[config.mk]
export PLATFORM = sky130hd
export DESIGN_NAME = apb4_reg_bridge
export DESIGN_NICKNAME = d
export VERILOG_FILES = /design/src/rtl/apb4_reg_bridge.sv
export SDC_FILE = /design/constraint.sdc
export NUM_CORES = 1
export LEC_CHECK = 0
export CORE_ASPECT_RATIO = 0.5
export CORE_MARGIN = 4
export CORE_UTILIZATION = 30
export DETAILED_ROUTE_END_ITERATION = 6
export PLACE_DENSITY = 0.77
export SYNTH_ARGS = -nofsm -noshare
export SYNTH_HDL_FRONTEND = slang
export SYNTH_SLANG_ARGS = --single-unit
[constraint.sdc]
create_clock -name clk -period 2.4 [get_ports clk]
set_input_delay 0.48 -clock clk [delete_from_list [all_inputs] [get_ports clk]]
set_output_delay 0.48 -clock clk [all_outputs]
set_load 0.05 [all_outputs]
[src/rtl/apb4_reg_bridge.sv]
// APB4 slave front end that turns each APB access into one register-bus
// request, waits for the register map's reply and completes the APB transfer.
// All outputs come straight from flops; one transaction is in flight at most.
module apb4_reg_bridge #(
  parameter int DATA_WIDTH = 32,
  parameter int ADDR_WIDTH = 11
) (
  input  logic                    clk,
  input  logic                    rst,
  input  logic                    psel,
  input  logic                    penable,
  input  logic                    pwrite,
  input  logic [ADDR_WIDTH-1:0]   paddr,
  input  logic [DATA_WIDTH-1:0]   pwdata,
  input  logic [DATA_WIDTH/8-1:0] pstrb,
  input  logic [2:0]              pprot,
  output logic                    pready,
  output logic [DATA_WIDTH-1:0]   prdata,
  output logic                    pslverr,
  output logic                    bus_req,
  output logic                    bus_req_is_wr,
  output logic [ADDR_WIDTH-1:0]   bus_addr,
  output logic [DATA_WIDTH-1:0]   bus_wr_data,
  output logic [DATA_WIDTH-1:0]   bus_wr_biten,
  output logic                    bus_req_stall_wr,
  output logic                    bus_req_stall_rd,
  input  logic                    bus_ready,
  input  logic                    bus_err,
  input  logic [DATA_WIDTH-1:0]   bus_rd_data
);

  localparam int STRB_W = DATA_WIDTH / 8;
  localparam int LSB_W  = (STRB_W > 1) ? $clog2(STRB_W) : 1;

  typedef enum logic [1:0] {
    S_IDLE = 2'd0,
    S_REQ  = 2'd1,
    S_WAIT = 2'd2,
    S_RESP = 2'd3
  } state_t;

  // Expand byte strobes to a per-bit write enable mask.
  function automatic logic [DATA_WIDTH-1:0] expand_strb(input logic [STRB_W-1:0] s);
    logic [DATA_WIDTH-1:0] r;
    r = '0;
    for (int i = 0; i < STRB_W; i++) begin
      r[i*8 +: 8] = {8{s[i]}};
    end
    return r;
  endfunction

  state_t                  state_q, state_d;
  logic                    bus_req_q, bus_req_d;
  logic                    is_wr_q, is_wr_d;
  logic [ADDR_WIDTH-1:0]   addr_q, addr_d;
  logic [DATA_WIDTH-1:0]   wdata_q, wdata_d;
  logic [DATA_WIDTH-1:0]   biten_q, biten_d;
  logic                    stall_wr_q, stall_wr_d;
  logic                    stall_rd_q, stall_rd_d;
  logic                    pready_q, pready_d;
  logic                    pslverr_q, pslverr_d;
  logic [DATA_WIDTH-1:0]   prdata_q, prdata_d;

  logic access;
  logic misaligned;
  logic unused_pprot;

  assign access       = psel & penable;
  // Byte addresses must fall on a full data-word boundary.
  assign misaligned   = (STRB_W > 1) ? (paddr[LSB_W-1:0] != '0) : 1'b0;
  // Protection attributes carry no meaning for the register map.
  assign unused_pprot = ^pprot;

  // Next-state and next-output logic for the transfer sequencer.
  always_comb begin
    state_d    = state_q;
    bus_req_d  = 1'b0;
    is_wr_d    = is_wr_q;
    addr_d     = addr_q;
    wdata_d    = wdata_q;
    biten_d    = biten_q;
    stall_wr_d = stall_wr_q;
    stall_rd_d = stall_rd_q;
    pready_d   = 1'b0;
    pslverr_d  = 1'b0;
    prdata_d   = '0;

    case (state_q)
      S_IDLE: begin
        if (access) begin
          if (misaligned) begin
            // Rejected locally: the register map never sees this access.
            state_d   = S_RESP;
            pready_d  = 1'b1;
            pslverr_d = 1'b1;
          end else begin
            state_d   = S_REQ;
            bus_req_d = 1'b1;
            is_wr_d   = pwrite;
            addr_d    = paddr;
            wdata_d   = pwrite ? pwdata : '0;
            biten_d   = pwrite ? expand_strb(pstrb) : '0;
          end
        end
      end

      S_REQ, S_WAIT: begin
        if (bus_ready) begin
          // pready only if the master is still waiting on this transfer.
          state_d    = S_RESP;
          stall_wr_d = 1'b0;
          stall_rd_d = 1'b0;
          pready_d   = access;
          pslverr_d  = bus_err;
          prdata_d   = is_wr_q ? '0 : bus_rd_data;
        end else begin
          state_d    = S_WAIT;
          stall_wr_d = is_wr_q;
          stall_rd_d = !is_wr_q;
        end
      end

      S_RESP: begin
        state_d = S_IDLE;
        is_wr_d = 1'b0;
        addr_d  = '0;
        wdata_d = '0;
        biten_d = '0;
      end

      default: begin
        state_d = S_IDLE;
      end
    endcase
  end

  // Register state and every output; reset drops any in-flight access.
  always_ff @(posedge clk) begin
    if (rst) begin
      state_q    <= S_IDLE;
      bus_req_q  <= 1'b0;
      is_wr_q    <= 1'b0;
      addr_q     <= '0;
      wdata_q    <= '0;
      biten_q    <= '0;
      stall_wr_q <= 1'b0;
      stall_rd_q <= 1'b0;
      pready_q   <= 1'b0;
      pslverr_q  <= 1'b0;
      prdata_q   <= '0;
    end else begin
      state_q    <= state_d;
      bus_req_q  <= bus_req_d;
      is_wr_q    <= is_wr_d;
      addr_q     <= addr_d;
      wdata_q    <= wdata_d;
      biten_q    <= biten_d;
      stall_wr_q <= stall_wr_d;
      stall_rd_q <= stall_rd_d;
      pready_q   <= pready_d;
      pslverr_q  <= pslverr_d;
      prdata_q   <= prdata_d;
    end
  end

  assign pready           = pready_q;
  assign pslverr          = pslverr_q;
  assign prdata           = prdata_q;
  assign bus_req          = bus_req_q;
  assign bus_req_is_wr    = is_wr_q;
  assign bus_addr         = addr_q;
  assign bus_wr_data      = wdata_q;
  assign bus_wr_biten     = biten_q;
  assign bus_req_stall_wr = stall_wr_q;
  assign bus_req_stall_rd = stall_rd_q;

endmodule

==> run summary <==
Sequential cell area -> 1740 um^2
total CTS buffers -> 9
Starting Density -> 31.7%
FF-to-FF Start -> state_q[1]
DR pass1 iterations -> 4
layout cells sized above 1 -> 6.82%
drt wl/cell -> 15.8 um
Clock Skew -> 0.00301 ns
endpoints failing setup -> 0
wirelength, routed -> 9630 um
Rows -> 26
vias -> 2837
share of the yosys chip area belonging to registers -> 52.3%
Crit path depth -> 1
Port Buffers -> 198
CTS tree -> yes
Core Region -> 10500 um^2
Hold WC Path Type -> reg -> reg
Worst R2R End -> bus_wr_biten[30]
Worst-Margin Slew -> 1.25 ns
status -> finished clean
CTS clk-pin slew, worst paths -> 0.06 ns
Synth area leaders -> dfxtp_1, a31o_1, and4_1, buf_4, and2_1
clk_lat worst skew -> 0.33 ns
syn avg cell area -> 11.1 um^2
post-CTS repair timing setup buffer count -> 0
Yosys warnings -> 0
clk buf depth -> 2
Synth top area share -> 52.3%
Layout area overhead -> 65.9%
gpl congestion -> 0.751
initial antenna violation count -> 0
syn nets -> 393
CP max stage delay -> 0.87 ns
vias per inst -> 4.66
most common cell after layout, fill and taps aside -> clkdlybuf4s50_1
Die W -> 157 um
crit path buf inv count -> 1
Final Max Slew Viols -> 0
die area -> 12900 um^2
Die Ht -> 82.5 um
PD cells -> 749 nW/um^2
nets -> 556
number of routed nets with antenna violations -> 0
ant diodes -> 0
worst reg2reg path depth -> 4
DRC -> 0
grt total ovfl -> 0
Hold EP -> bus_wr_data[28]
Largest delay share family, worst path -> buffers and inverters
final critical-path share of the clock period -> 89.5%
#FFs+latches synth -> 87
area taken by multi-input logic gates -> 1240 um^2
hold buffers post-CTS -> 0
Final TNS setup -> 0 ns
RSZ-0062 raised after global routing -> no
commonest cells after routing, fill and taps aside -> clkdlybuf4s50_1, dfxtp_1, a31o_1
post_cts resized -> 0
fin area -> 5520 um^2
vias in the first global route -> 2797
Max-Cap Viols -> 0
Slew headroom -> 16.8%
CP arrival -> 1.67 ns
worst-path fanout max -> 9
post-synthesis cell area -> 3330 um^2
leakage power -> 2.11 nW
H-tree depth -> 3
Worst R2R Setup Slack -> 0.25 ns
DPL Wire Length -> 7160 um
first-pass GRT wire length -> 14700 um
crit path launch type -> register
FMAX -> 466 MHz
Final Hold Viols -> 0
# IOs -> 202
slowest CP cell -> clkdlybuf4s50_1
Peak VDD IR -> 452 uV
crit path from -> bus_wr_biten[7]
Root Driver -> clkbuf_16
Period minus WS final -> 2.15 ns
largest net degree at the start of global routing -> 38
Fillers -> 941
overall power -> 4.14 mW
gr usage total -> 14.5%
Cells after Synth -> 301
crit end category -> output pin
fin cells -> 609
placed inst area -> 5230 um^2
Synth area leader -> dfxtp_1
WHS Path Cells -> 1
Worst Path Class, Setup -> reg -> out
crit-path cells -> clkdlybuf4s50_1
final hold slack -> 0.474 ns
WP data required -> 1.92 ns
Synth cell types -> 29
# clock sinks -> 87
placed insts -> 593
Initial DRC Count -> 98
Hold Startpoint -> bus_wr_data[28]
-- sequential cells by signal, indices dropped and copies added (netlist names), 2 cells and up --
register and cells:
bus_addr 11, state_q 2, bus_wr_biten 4, prdata 32, bus_wr_data 32
-- metrics by stage --
step	setup slack, ns	util (%)
6_report	0.252	52.5
3_3_place_gp	-0.0216	49.8
4_1_cts	0.219	52.5
2_1_floorplan	0.867	-
3_5_place_dp	-0.0430	49.8
5_1_grt	0.0821	52.5
-- cell usage after synthesis --
cell / number
nand3_1: 1
a21oi_1: 3
a21oi_2: 1
a31o_1: 46
a211oi_1: 1
dfxtp_1: 87
buf_4: 31
nor3b_4: 1
mux2i_1: 1
clkbuf_2: 2
clkbuf_1: 14
o21ai_0: 1
and2_1: 33
nor2_1: 4
buf_6: 1
inv_1: 3
nor3_2: 1
a2bb2oi_1: 1
nand2b_1: 1
a311oi_1: 1
a2111oi_0: 1
and3_1: 3
and4_1: 45
or2_2: 1
buf_2: 8
nand3b_1: 1
nor3b_2: 1
ha_1: 3
nand2_1: 4
-- kinds of logic (layout without fill, tap and decap cells) --
logic type,count (synthesis),after routing,synth area share [%]
buffers and inverters,59,227,10.8
adders and majority gates,3,3,1.13
muxes,1,1,0.301
AOI/OAI and AO/OA,55,55,14.0
DFF,87,87,52.3
and+or+nand+nor,96,96,21.5
-- area by class of cell --
| type | count | area share (%) |
|---|---|---|
| flip-flops and latches | 87 | 31.5 |
| clock buffers | 11 | 4.58 |
| well taps | 140 | 3.17 |
| inverters | 3 | 0.204 |
| clock inverters | 5 | 0.702 |
| multi-input cells | 155 | 22.5 |
| repair buffers | 208 | 37.3 |
-- worst max-delay path by stage --
stage | endpoint | slack [ns]
global placement | bus_wr_biten[15] | -0.02
floorplan | bus_wr_biten[23] | 0.87
finish | bus_wr_biten[3] | 0.25
global route | bus_wr_biten[30] | 0.08
detailed placement | bus_wr_biten[15] | -0.04
CTS | bus_wr_biten[3] | 0.22
-- where the power goes --
| group | switching, mW | internal [mW] |
|---|---|---|
| Combinational | 0.730 | 0.453 |
| Clock | 0.576 | 0.767 |
| Sequential | 0.0484 | 1.56 |
| Total | 1.35 | 2.78 |
-- routing by layer --
layer / vias up / part of all wire [%] / track usage, %
met5: - / 0 / 0
li1: 1386 / - / -
met2: 91 / 52 / 27.0
met3: 5 / 9.6 / 6.51
met1: 1355 / 37 / 15.0
met4: 0 / 0.71 / 4.07
-- worst reg2reg max path: cells and delay by family, from the launching register on --
kind,cells,cell delay (ns)
DFF,1,0.34
AOI/OAI and AO/OA,1,0.10
adders and majority gates,1,0.27
and+or+nand+nor,2,1.38
No activity file was read; power rests on OpenSTA's default activity.
